$ cat config.mk
export PLATFORM = sky130hd
export DESIGN_NAME = dbus_store_buffer
export DESIGN_NICKNAME = d
export VERILOG_FILES = /design/src/rtl/dbus_store_buffer_pkg.sv /design/src/rtl/dbus_store_buffer_fifo.sv /design/src/rtl/dbus_store_buffer.sv
export SDC_FILE = /design/constraint.sdc
export NUM_CORES = 1
export LEC_CHECK = 0
export BUFFER_PORTS_ARGS = -buffer_cell sky130_fd_sc_hd__buf_2
export CAP_MARGIN = 40
export CORE_UTILIZATION = 52
export DETAILED_ROUTE_END_ITERATION = 12
export PLACE_DENSITY = 0.79
export SLEW_MARGIN = 20
export SYNTH_ARGS = -nofsm -noshare
export SYNTH_HDL_FRONTEND = slang
export SYNTH_HIERARCHICAL = 1
export SYNTH_SLANG_ARGS = --single-unit
$ cat constraint.sdc
create_clock -name clk -period 5.1 [get_ports clk]
set_input_delay 0.51 -clock clk [delete_from_list [all_inputs] [get_ports clk]]
set_output_delay 0.51 -clock clk [all_outputs]
set_load 0.01 [all_outputs]
$ cat src/rtl/dbus_store_buffer_pkg.sv
// dbus_store_buffer_pkg: shared bus types, store-buffer entry and FSM state encoding.
package dbus_store_buffer_pkg;
    typedef logic [31:0] word_t;
    typedef logic [31:0] addr_t;
    typedef logic [3:0]  strobe_t;
    typedef logic [2:0]  msize_t;

    typedef struct packed {
        addr_t   addr;
        msize_t  size;
        word_t   wd;
        strobe_t strobe;
    } sb_entry_t;

    typedef enum logic [2:0] {
        IDLE    = 3'd0,
        ST_ADDR = 3'd1,
        ST_DATA = 3'd2,
        LD_ADDR = 3'd3,
        LD_DATA = 3'd4
    } sb_state_t;
endpackage

$ cat src/rtl/dbus_store_buffer_fifo.sv
// sb_fifo: small circular store queue; full is based on the registered count only,
// so a same-cycle pop never frees a slot for a push.
module sb_fifo
    import dbus_store_buffer_pkg::*;
#(
    parameter int DEPTH = 2
) (
    input  logic      clk,
    input  logic      resetn,
    input  logic      push,
    input  logic      pop,
    input  sb_entry_t din,
    output sb_entry_t head,
    output logic      full,
    output logic      empty
);
    localparam int PW = $clog2(DEPTH);
    localparam int CW = PW + 1;

    sb_entry_t        mem_q [DEPTH];
    logic [PW-1:0]    head_q, tail_q;
    logic [CW-1:0]    count_q, count_d;

    assign full    = count_q == CW'(DEPTH);
    assign empty   = count_q == '0;
    assign head    = mem_q[head_q];
    assign count_d = count_q + CW'(push) - CW'(pop);

    always_ff @(posedge clk or negedge resetn) begin
        if (!resetn) begin
            head_q  <= '0;
            tail_q  <= '0;
            count_q <= '0;
        end else begin
            head_q  <= pop  ? head_q + 1'b1 : head_q;
            tail_q  <= push ? tail_q + 1'b1 : tail_q;
            count_q <= count_d;
        end
    end

    always_ff @(posedge clk) begin
        if (push) mem_q[tail_q] <= din;
    end
endmodule

$ cat src/rtl/dbus_store_buffer.sv
// dbus_store_buffer: queues aligned stores and drains them to the data bus one
// transaction at a time; loads issue only once every earlier store has committed.
module dbus_store_buffer
    import dbus_store_buffer_pkg::*;
#(
    parameter int DEPTH = 2
) (
    input  logic    clk,
    input  logic    resetn,
    input  logic    in_valid,
    input  logic    in_is_store,
    input  addr_t   in_addr,
    input  msize_t  in_size,
    input  word_t   in_wd,
    input  strobe_t in_strobe,
    output logic    in_ready,
    output word_t   load_data,
    output logic    dreq_valid,
    output addr_t   dreq_addr,
    output msize_t  dreq_size,
    output strobe_t dreq_strobe,
    output word_t   dreq_data,
    input  logic    dresp_addr_ok,
    input  logic    dresp_data_ok,
    input  word_t   dresp_data
);
    sb_state_t state_q, state_d;
    sb_entry_t head;
    logic      full, empty, push, pop, ld_req, ld_done;

    assign ld_req = in_valid & ~in_is_store;
    assign push   = in_valid & in_is_store & ~full;

    sb_fifo #(.DEPTH(DEPTH)) u_fifo (
        .clk    (clk),
        .resetn (resetn),
        .push   (push),
        .pop    (pop),
        .din    ('{addr: in_addr, size: in_size, wd: in_wd, strobe: in_strobe}),
        .head   (head),
        .full   (full),
        .empty  (empty)
    );

    always_ff @(posedge clk or negedge resetn) begin
        if (!resetn) state_q <= IDLE;
        else         state_q <= state_d;
    end

    // data_ok without a prior addr_ok is a protocol error and is ignored in the *_ADDR states
    always_comb begin
        state_d     = state_q;
        pop         = 1'b0;
        ld_done     = 1'b0;
        dreq_valid  = 1'b0;
        dreq_addr   = '0;
        dreq_size   = '0;
        dreq_strobe = '0;
        dreq_data   = '0;
        case (state_q)
            IDLE:    state_d = (!empty || push) ? ST_ADDR : ld_req ? LD_ADDR : IDLE;
            ST_ADDR: begin
                dreq_valid  = 1'b1;
                dreq_addr   = head.addr;
                dreq_size   = head.size;
                dreq_strobe = head.strobe;
                dreq_data   = head.wd;
                pop         = dresp_addr_ok & dresp_data_ok;
                state_d     = !dresp_addr_ok ? ST_ADDR : dresp_data_ok ? IDLE : ST_DATA;
            end
            ST_DATA: begin
                pop     = dresp_data_ok;
                state_d = dresp_data_ok ? IDLE : ST_DATA;
            end
            LD_ADDR: begin
                dreq_valid = 1'b1;
                dreq_addr  = in_addr;
                dreq_size  = in_size;
                ld_done    = dresp_addr_ok & dresp_data_ok;
                state_d    = !dresp_addr_ok ? LD_ADDR : dresp_data_ok ? IDLE : LD_DATA;
            end
            LD_DATA: begin
                ld_done = dresp_data_ok;
                state_d = dresp_data_ok ? IDLE : LD_DATA;
            end
            default: state_d = IDLE;
        endcase
    end

    // a load abandoned by upstream still completes on the bus but produces no in_ready
    assign in_ready  = push | (ld_done & ld_req);
    assign load_data = (ld_done & ld_req) ? dresp_data : '0;
endmodule

# == Word level (Yosys, flattened, before mapping) ==
# Memory sizes are Yosys's and may differ from the RTL's.
# Cells that the tools add are included.
# totals
word_cells,44
register_bits,7
inputBits,109
ramBits,142
memories,1
output_inout_bits,105
# mem_list
name,words,word_bits,rd,rd_ports_with_merged_regs,write_ports,line_no,source
u_fifo.mem_q,2,71,1,0,1,dbus_store_buffer_fifo.sv:20,sb_entry_t mem_q [DEPTH];
# op_classes
reduce_logical,5
n_mux,17
add_sub_neg,4
n_eq_ne,5
bitwise,8
# ops
cell,count
32-bit two-way mux,2
32-bit one-hot mux with 2 select lines,1
3-bit one-hot mux with 5 select lines,1
3-bit two-way mux,3
3-bit by 2-bit == test with 1-bit output (second input constant),2
2-bit two-way mux,3
3-bit one-hot mux with 2 select lines,1
1-bit AND,5
4-bit two-way mux,1
1-bit one-hot mux with 2 select lines,2
3-bit by 1-bit == test with 1-bit output (second input constant),1
3-bit == test (second input constant),1
3-bit logical NOT,1
1-bit two-way mux,3
1-bit adder (second input constant),2
2-bit by 1-bit adder with 2-bit output,1
2-bit == test (second input constant),1
2-bit logical NOT,1
1-bit NOT,2
2-bit OR reduction,1
2-bit by 1-bit subtractor with 2-bit output,1
1-bit logical NOT,1
1-bit logical OR,1
1-bit OR,1

# == Depth between registers and ports, before layout ==
# Gate-level depths: netlist of run 1.
# logic_depth
word_depth,6
ltp_mapped,9
ltp_nobuf,7

# == Cells and area by module ==
# Netlist of run 1, hierarchy kept.
# by_module_without_submodules
module,cells_each,area_per_inst_um2,seq_area_each_um2,n_inst
sb_fifo,236,5670.4,4364.2,1
dbus_store_buffer,180,1238.7,75.1,1

# == Worst setup path before layout of run 1 ==
# OpenSTA, ideal clock, no wires.
# synth_path
path_type,input-to-reg
startpoint,input port in_valid
endpoint,memory u_fifo/mem_q[0][0] (netlist bit) (enable)
setup_ps,509
n_path_buf,0
path_slack_ps,637
stages,3
arrival_time_ps,3954
required_ps,4591
cell_sequence,nand2_1 nor2_1 nor2b_1
# synth_via
elab_chain_len,4
# synth_rtl
item,line_no,source
start: declaration,dbus_store_buffer.sv:10,"input logic in_valid,"
1-bit AND (2 in a row),dbus_store_buffer.sv:32,assign push = in_valid & in_is_store & ~full;
named net push,dbus_store_buffer.sv:29,"logic full, empty, push, pop, ld_req, ld_done;"
1-bit two-way mux,dbus_store_buffer_fifo.sv:42,if (push) mem_q[tail_q] <= din;
1-bit two-way mux (implied by the code),dbus_store_buffer_fifo.sv:42,
end: declaration,dbus_store_buffer_fifo.sv:20,
# The timed path passes the listed nets, and every way through them passes these cells.

# == Final worst setup path of run 1 ==
# layout_path
startpoint,register state_q[1]
endpoint,output port load_data[21]
# layout_via
elab_chain_len,4
word_cells_on_any_way,5
cone_classes,eq/ne: 2; mux: 2; bitwise: 1
# layout_rtl
item,line_no,source
start: declaration,dbus_store_buffer.sv:27,"sb_state_t state_q, state_d;"
start signal: assignment,dbus_store_buffer.sv:47,else state_q <= state_d;
3-bit == test or 3-bit by 2-bit == test with 1-bit output (tied branches),dbus_store_buffer.sv:60,case (state_q)
1-bit one-hot mux with 2 select lines (*),dbus_store_buffer.sv:60,
1-bit AND (*),dbus_store_buffer.sv:92,assign load_data = (ld_done & ld_req) ? dresp_data : '0;
32-bit two-way mux (*),dbus_store_buffer.sv:92,
end: declaration,dbus_store_buffer.sv:17,"output word_t load_data,"
# Mark *: on every way between the ends. The rest lies on a longest branch, timed or not.

==> results of run 1 <==
==> cell type report <==
class / instances / area, um^2
Tap cell: 172 / 215
Inverter: 4 / 15.0
Clock buffer: 18 / 429
Clock inverter: 14 / 103
Antenna cell: 2 / 5.00
Fill cell: 898 / 4150
Timing Repair Buffer: 223 / 1200
Sequential cell: 149 / 4440
Multi-Input combinational cell: 240 / 2220
==> registers in the layout, indices dropped and copies added (netlist names) <==
register,flops
u_fifo/mem_q,142
state_q,3
u_fifo/count_q,2
u_fifo/head_q,1
u_fifo/tail_q,1
==> final timing paths <==
check,start,endpoint,cells past startpoint
min in group asynchronous,resetn,u_fifo/tail_q,2
max in group asynchronous,resetn,u_fifo/head_q,2
worst max register to register,state_q[1],u_fifo/count_q[1],7
worst min-delay path,dresp_data_ok,state_q[2],2
worst max-delay path,state_q[1],load_data[21],5
worst min register to register,state_q[2],state_q[1],1
==> cells in the final DEF (no fill, tap or decap), drive strengths merged, types with 2 or more instances in the layout <==
cell type,count
diode,2
mux2i,36
a21oi,4
clkinv,6
edfxtp,142
inv,9
clkbuf,18
buf,222
mux2,71
nand2,2
clkinvlp,3
dfrtp,7
nor2b,4
xor2,2
and2,69
ha,2
nor2,38
==> timing repair <==
action,in CTS,in global routing
hold endpoints to repair,7,0
hold buffers,1,0
setup buffers,0,0
==> power by group through the flow <==
stage               Sequential [uW]  Clock, uW  Combinational (uW)
CTS                            1650       1130                1640
global route                   1660       1170                1760
floorplan                      1610          0                1310
detailed placement             1670          0                1620
global placement               1740          0                1500
finish                         1640       1110                1620
==> through the flow <==
step	setup slack (ns)	total power (uW)	instances
6_report	1.90	4370	822
5_1_grt	1.69	4590	821
4_1_cts	1.91	4410	819
3_5_place_dp	2.36	3300	786
3_3_place_gp	2.28	3240	783
2_1_floorplan	0.637	2910	416
==> cells by family after synthesis <==
| group | Yosys count | synth area share (%) |
|---|---|---|
| buffers and inverters | 27 | 3.78 |
| xor gates and xnor gates | 3 | 0.598 |
| AOI/OAI and AO/OA | 7 | 0.779 |
| adders and majority gates | 2 | 0.362 |
| DFF | 149 | 64.3 |
| muxes | 107 | 20.5 |
| and+or+nand+nor | 121 | 9.69 |
==> metal layers <==
metal  vias to the layer above  part of all wire [%]
met5                         -                     0
met4                         0                   2.3
met3                        24                   5.1
met2                       141                    53
met1                      2021                    39
li1                       1957                     -
==> critical path: cells and delay by family (launching register included) <==
| kind | cells | cell delay (ns) |
|---|---|---|
| and+or+nand+nor | 2 | 0.50 |
| buffers and inverters | 2 | 0.68 |
| DFF | 1 | 0.53 |
| AOI/OAI and AO/OA | 1 | 0.54 |
==> flow_summary_export.csv, run 1 <==
group,metric,value,unit
outcome,outcome,"finished clean",
synth,syn_area,6910,um^2
timing,relSlewSlack,60.5,%
clock_tree,cts_root_buf,"clkbuf_16",
clock_tree,cts.clk_slew.worst_paths,0.06,ns
global_route,track_usage,19.6,%
power_and_ir_drop,p_per_area,507,nW/um^2
timing,min_period_over_period,62.7,%
setup_path,endpoint_kind,"primary output",
global_route,antenna_found_initial,1,
synth,synth.largest_area_cell,"edfxtp_1",
floorplan,num_rows,41,
setup_path,reg2reg_slack,2.70,ns
clock_tree,cts_made_buffers,17,
power_and_ir_drop,pwr-share-comb,37.1,%
setup_path,cpMaxStageDelayCell,"buf_4",
synth,synth_seq_cells,149,
floorplan,die_x,117,um
finish,fin_area,8630,um^2
route,ant_nets,0,
synth,yosysWarnings,6,
timing,worst_slew_pin_slew,0.591,ns
placed_design,gp_congestion,0.725,
clock_tree,cts_resized,0,
route,routed_wl,13400,um
power_and_ir_drop,netSwitchingFraction,31.6,%
timing,setup_viol,0,
floorplan,die_h,117,um
power_and_ir_drop,power.net_switching,1380,uW
floorplan,start_util,54.1,%
power_and_ir_drop,pwr-share-seq,37.6,%
floorplan,io_pins,214,
setup_path,worstSetupStartpointType,"flop",
finish,nNetsFinal,746,
setup_path,worstPathMaxFanout,36,
min_path,hold_class,"input pin to flop",
setup_path,worstPathRequired,4.59,ns
timing,maxSlewViolCount,0,
placed_design,portBuffers,213,
job,cap_violations,0,
global_route,grt_pass1_wl,19600,um
synth,async_flop_share,4.70,%
route,dr.pass1.iters,4,
global_route,overflow,0,
global_route,grtUsageMet1,21.6,%
power_and_ir_drop,internal_power,2990,uW
route,drt_iter0_markers,203,
power_and_ir_drop,ir_drop,0.000282,V
synth,synthesis.instances,416,
global_route,grt_max_degree,38,
timing,rsz0062_at_grt,"no",
timing,setup-tns-final,0,ns
finish,area_growth,24.9,%
synth,synth.area.top_cells,"edfxtp_1, mux2_4, and2_1",
synth,ys_types,32,
timing,finalHoldViolations,0,
power_and_ir_drop,p_leak,0.00380,uW
setup_path,slowest_delay,0.55,ns
timing,max_freq,313,MHz
timing,skew,0.00378,ns
power_and_ir_drop,p_clk_share,25.3,%
clock_tree,insertion_delay,0.41,ns
global_route,met3_usage,4.22,%
synth,synth_nets,527,
synth,synth_most_common_cell,"edfxtp_1",
synth,synth_top_area_share,61.7,%
route,wire_per_inst,16.3,um
synth,synth_ff_type,"edfxtp_1",
floorplan,die_area,13800,um^2
setup_path,critPathKind,"flop to primary output",
synth,syn_avg_cell_area,16.6,um^2
route,vias,4143,
clock_tree,htree_levels,4,
synth,synth_commonest_cells,"edfxtp_1, and2_1, mux2_4",
timing,whs,0.274,ns
finish,drive_gt1_share,51.1,%
clock_tree,cts.sinks,149,
global_route,top_usage_layer,"met2",
route,viasPerCell,5.04,
synth,synth_edf_count,142,
global_route,grt_pass1_vias,4061,
route,drc,0,
floorplan,core-area,12800,um^2
global_route,use_met2,35.5,%
synth,yosysSeqAreaShare,64.3,%
clock_tree,clk_path_buf_depth,2,
clock_tree,cts_tree,"built",
finish,final_util,67.5,%
timing,fin_crit,3.20,ns
setup_path,cp_cell_sequence,"buf_4 -> nand4b_1 -> a21oi_4 -> and2_1 -> buf_2",
placed_design,dp_hpwl,9340,um
placed_design,postPlaceCellArea,8060,um^2
setup_path,crit_arrival,2.69,ns
Power figures use the tool's default switching activity.
==> inputs of run 2 (changes only) <==
==> constraint.sdc (replaced) <==
create_clock -name clk -period 3.05 [get_ports clk]
set_input_delay 0.305 -clock clk [delete_from_list [all_inputs] [get_ports clk]]
set_output_delay 0.305 -clock clk [all_outputs]
set_load 0.01 [all_outputs]
==> flow_summary_export.csv, run 2 (synthesis results as in run 1) <==
group,metric,value,unit
placed_design,portBuffers,213,
timing,fin_crit,2.52,ns
finish,area_growth,25.2,%
timing,maxSlewViolCount,0,
route,wire_per_inst,16.6,um
timing,finalHoldViolations,0,
clock_tree,cts.clk_slew.worst_paths,0.06,ns
setup_path,worstSetupStartpointType,"flop",
timing,min_period_over_period,82.7,%
finish,num_antenna_cells,0,
power_and_ir_drop,ir_drop,0.000541,V
placed_design,place_ws,0.936,ns
setup_path,worstRegToRegCells,7,
min_path,hold_class,"input pin to flop",
finish,drive_gt1_share,50.2,%
clock_tree,htree_levels,4,
placed_design,postPlaceCellArea,8040,um^2
timing,skew,0.00759,ns
floorplan,die_h,117,um
clock_tree,insertion_delay,0.41,ns
timing,setup_ws,0.529,ns
outcome,outcome,"finished clean",
clock_tree,clk_path_buf_depth,2,
timing,rsz0062_at_grt,"no",
setup_path,crit_arrival,2.22,ns
global_route,track_usage,19.8,%
setup_path,r2r_start,"state_q[1]",
finish,fin_area,8650,um^2
finish,nNetsFinal,743,
placed_design,dp_hpwl,9020,um
route,dr.pass1.iters,4,
route,ant_nets,0,
clock_tree,cts_made_buffers,17,
floorplan,core-area,12800,um^2
timing,relSlewSlack,60.2,%
clock_tree,cts_setup_buffers,0,
timing,worst_slew_pin_slew,0.595,ns
power_and_ir_drop,p_per_area,871,nW/um^2
power_and_ir_drop,p_leak,0.00381,uW
global_route,antenna_found_initial,0,
finish,mostFrequentLayoutCells,"buf_2, edfxtp_1, mux2_4",
setup_path,reg2reg_slack,1.05,ns
timing,setup_viol,0,
setup_path,endpoint_kind,"primary output",
floorplan,io_pins,214,
route,routed_wl,13600,um
global_route,grt_pass1_wl,19700,um
finish,final_common_cell,"buf_2",
timing,max_freq,397,MHz
setup_path,cp-startpoint,"state_q[1]",
global_route,grt_pass1_vias,3989,
timing,setup-tns-final,0,ns
route,drc,0,
clock_tree,cts_tree,"built",
global_route,overflow,0,
placed_design,gp_congestion,0.686,
setup_path,critPathKind,"flop to primary output",
global_route,grt_max_degree,72,
floorplan,die_area,13800,um^2
route,vias,4044,
setup_path,worstReg2RegEnd,"u_fifo/count_q[1]",
floorplan,start_util,54.1,%
clock_tree,cts_root_buf,"clkbuf_16",
finish,top_regs,"u_fifo/mem_q x142, state_q x3, u_fifo/count_q x2",
finish,final_util,67.7,%
clock_tree,cts.sinks,149,
finish,top_register,"u_fifo/mem_q",
route,drt_iter0_markers,161,
job,cap_violations,0,
finish,largest_register_ff_count,142,
floorplan,die_x,117,um
floorplan,num_rows,41,
setup_path,endpoint,"load_data[9]",
setup_path,worstPathMaxFanout,33,
route,viasPerCell,4.96,
setup_path,worstPathRequired,2.74,ns
[run 2: through the flow]
stage               cells  hold slack, ns  power (uW)
floorplan             416         0.00941        4860
global placement      784           0.145        5430
detailed placement    784           0.150        5490
CTS                   815          0.0619        7600
global route          815          0.0643        7890
finish                815          0.0768        7540
[run 2: report_power, final]
group	leakage (uW)	internal (uW)	total, uW	switching (uW)
combinational	0.00215	1370	2740	1370
clock	0.000285	1350	2100	744
sequential	0.00138	2560	2700	134
[run 2: per-layer routing]
layer	GRT usage (%)	vias to the layer above	routed length, um
met5	0	-	0
met4	8.86	0	218
met3	3.86	18	695
met2	36.5	142	7360
met1	22.0	1937	5300
li1	-	1947	-
[run 2: timing repair]
| item | 4_1_cts | 5_1_grt |
|---|---|---|
| setup endpoints to repair | 0 | 0 |
| hold buffers | 1 | 0 |
| hold endpoints to repair | 7 | 0 |
| gates resized for setup | 0 | 0 |
[run 2: cell type report]
cell class	count	area (um^2)
Fill cell	924	4120
Tap cell	172	215
Multi-Input combinational cell	240	2230
Clock buffer	20	437
Clock inverter	10	158
Inverter	4	15.0
Timing Repair Buffer	220	1160
Sequential cell	149	4440
[run 2: worst min-delay path by stage]
stage	start	end	slack, ns	cells past startpoint
2_1_floorplan	resetn	state_q[0]	0.009	0
3_3_place_gp	resetn	u_fifo/tail_q	0.15	1
3_5_place_dp	resetn	u_fifo/tail_q	0.15	1
4_1_cts	in_wd[17]	u_fifo/mem_q[0][21]	0.06	1
5_1_grt	in_wd[31]	u_fifo/mem_q[1][35]	0.06	1
6_report	in_wd[17]	u_fifo/mem_q[0][21]	0.08	1
[run 2: critical path, stage by stage (launching register included)]
cell     delay (ns)
dfrtp_2        0.53
or3b_4         0.44
a21oi_4        0.47
and2_1         0.22
buf_2          0.13
==> inputs of run 3 (changes only) <==
--- a/config.mk
+++ b/config.mk
@@ -5,11 +5,12 @@
 export SDC_FILE = /design/constraint.sdc
 export NUM_CORES = 1
 export LEC_CHECK = 0
+export ABC_AREA = 1
 export BUFFER_PORTS_ARGS = -buffer_cell sky130_fd_sc_hd__buf_2
 export CAP_MARGIN = 40
-export CORE_UTILIZATION = 52
+export CORE_UTILIZATION = 46
 export DETAILED_ROUTE_END_ITERATION = 12
-export PLACE_DENSITY = 0.79
+export PLACE_DENSITY = 0.74
 export SLEW_MARGIN = 20
 export SYNTH_ARGS = -nofsm -noshare
 export SYNTH_HDL_FRONTEND = slang
==> constraint.sdc (replaced) <==
create_clock -name clk -period 2.1 [get_ports clk]
set_input_delay 0.21 -clock clk [delete_from_list [all_inputs] [get_ports clk]]
set_output_delay 0.21 -clock clk [all_outputs]
set_load 0.01 [all_outputs]
==> flow_summary_export.csv, run 3 <==
group,metric,value,unit
route,wire_per_inst,12.3,um
synth,async_flop_share,4.70,%
route,drc,0,
finish,regArea,4450,um^2
synth,synth_commonest_cells,"inv_1, edfxtp_1, nand2_1",
synth,synth_nets,806,
clock_tree,cts_tree,"built",
synth,synth.largest_area_cell,"edfxtp_1",
finish,mostFrequentLayoutCells,"buf_2, inv_1, edfxtp_1",
synth,ys_types,21,
job,cap_violations,0,
timing,skew,0.00734,ns
finish,nFillCells,1141,
clock_tree,cts_made_buffers,17,
placed_design,postPlaceCellArea,8040,um^2
floorplan,io_pins,214,
clock_tree,cts_root_buf,"clkbuf_16",
finish,multiInputGateArea,1440,um^2
floorplan,die_area,15400,um^2
finish,top_regs,"u_fifo/mem_q x142, state_q x3, u_fifo/count_q x2",
power_and_ir_drop,p_per_area,1170,nW/um^2
timing,min_period_over_period,95.9,%
floorplan,num_rows,44,
synth,synth_edf_count,142,
power_and_ir_drop,ir_drop,0.000748,V
placed_design,gp_congestion,0.789,
synth,synth.area.top_cells,"edfxtp_1, inv_1, nand2_1",
route,ant_nets,0,
setup_path,cpMaxStageDelayCell,"dfrtp_2",
floorplan,core-area,14500,um^2
setup_path,slowest_delay,0.41,ns
timing,relSlewSlack,55.1,%
global_route,track_usage,18.7,%
finish,nNetsFinal,1091,
min_path,hold_class,"input pin to flop",
clock_tree,cts.clk_slew.worst_paths,0.06,ns
synth,syn_area,6860,um^2
route,vias,5262,
route,drt_iter0_markers,318,
setup_path,critPathTopFamily,"buffers and inverters",
global_route,antenna_found_initial,0,
setup_path,crit_arrival,1.80,ns
setup_path,critPathKind,"flop to primary output",
timing,worst_slew_pin_slew,0.673,ns
finish,drive_gt1_share,27.1,%
placed_design,portBuffers,213,
timing,maxSlewViolCount,0,
synth,synth_seq_cells,149,
setup_path,worstPathMaxFanout,36,
clock_tree,cts.sinks,149,
setup_path,worstSetupStartpointType,"flop",
finish,largest_register_ff_count,142,
synth,synth_top_area_share,62.2,%
timing,setup_viol,0,
global_route,grt_pass1_vias,4630,
synth,synth_ff_type,"edfxtp_1",
floorplan,die_h,124,um
setup_path,cp_cell_sequence,"inv_2 -> nor3_4 -> inv_2 -> nor2_1 -> buf_2",
synth,synth_most_common_cell,"inv_1",
timing,max_freq,496,MHz
route,dr.pass1.iters,5,
floorplan,start_util,47.2,%
setup_path,endpoint_kind,"primary output",
clock_tree,insertion_delay,0.41,ns
power_and_ir_drop,p_leak,0.00462,uW
setup_path,cpMostUsedCell,"inv_2",
synth,yosysWarnings,6,
global_route,grt_max_degree,86,
timing,setup-tns-final,0,ns
finish,top_register,"u_fifo/mem_q",
setup_path,worstPathRequired,1.89,ns
global_route,grt_pass1_wl,21600,um
floorplan,die_x,124,um
timing,rsz0062_at_grt,"yes",
finish,num_antenna_cells,0,
placed_design,dp_hpwl,8790,um
finish,area_growth,37.2,%
finish,final_common_cell,"buf_2",
finish,fin_area,9410,um^2
synth,syn_avg_cell_area,9.87,um^2
timing,finalHoldViolations,0,
route,viasPerCell,4.47,
synth,yosysSeqAreaShare,64.7,%
outcome,outcome,"finished clean",
timing,fin_crit,2.01,ns
clock_tree,htree_levels,4,
clock_tree,clk_path_buf_depth,2,
route,routed_wl,14500,um
global_route,overflow,0,
setup_path,cp_num_buf_inv,3,
synth,synthesis.instances,695,
==> run 3: cell families after synthesis <==
kind of cell | count (synthesis) | share of synthesized area [%]
flip-flops | 149 | 64.7
AO/OA/AOI/OAI | 109 | 8.06
adder cells (fa/ha/maj) | 2 | 0.365
buffers and inverters | 220 | 14.7
AND/OR/NAND/NOR | 213 | 11.9
XOR/XNOR | 2 | 0.255
==> run 3: repair_timing <==
item | CTS | global route
resized for setup | 1 | 12
setup buffers | 0 | 3
hold buffers | 68 | 0
gates cloned | 0 | 1
pin swaps | 0 | 1
endpoints found under the setup margin | 19 | 102
endpoints found under the hold margin | 141 | 0
==> run 3: final timing paths <==
| path | start | endpoint | slack, ns | cells past startpoint |
|---|---|---|---|---|
| min reg2reg | u_fifo/tail_q | u_fifo/tail_q | 0.55 | 1 |
| max | state_q[0] | dreq_data[16] | 0.09 | 5 |
| max reg2reg | state_q[0] | u_fifo/count_q[1] | 0.35 | 11 |
| max in group asynchronous | resetn | u_fifo/head_q | 1.72 | 2 |
| min in group asynchronous | resetn | u_fifo/count_q[1] | 0.18 | 2 |
| min | in_addr[25] | u_fifo/mem_q[1][64] | 0.02 | 1 |
==> run 3: cell type report <==
cell class / count / area share (%)
well taps: 184 / 2.45
multi-input cells: 326 / 15.3
clock buffers: 20 / 4.64
flip-flops and latches: 149 / 47.2
clock inverters: 11 / 1.94
repair buffers: 295 / 20.8
inverters: 191 / 7.66
==> run 3: report_power, final <==
group          leakage [uW]  switching, uW  internal, uW
Combinational       0.00294           2440          1500
Sequential          0.00138            144          3710
Clock              0.000297           1080          2090
==> run 3: metal layers <==
layer / share of wire (%) / global-route usage, % / up-vias
li1: - / - / 2722
met1: 43 / 22.5 / 2348
met2: 48 / 31.5 / 172
met3: 7.2 / 5.17 / 20
met4: 1.8 / 7.74 / 0
met5: 0 / 0 / -
==> run 3: stage by stage <==
stage               hold slack, ns  instances  power [uW]  setup WS, ns  util [%]
floorplan                  -0.0856        695        6560        -0.139         -
global placement            0.0637       1073        7490         0.475      55.3
detailed placement          0.0694       1073        7550         0.390      55.3
CTS                        0.00108       1172       10900        0.0210      64.3
global route               0.00554       1176       11700       -0.0455      64.8
finish                      0.0214       1176       11000        0.0853      64.8
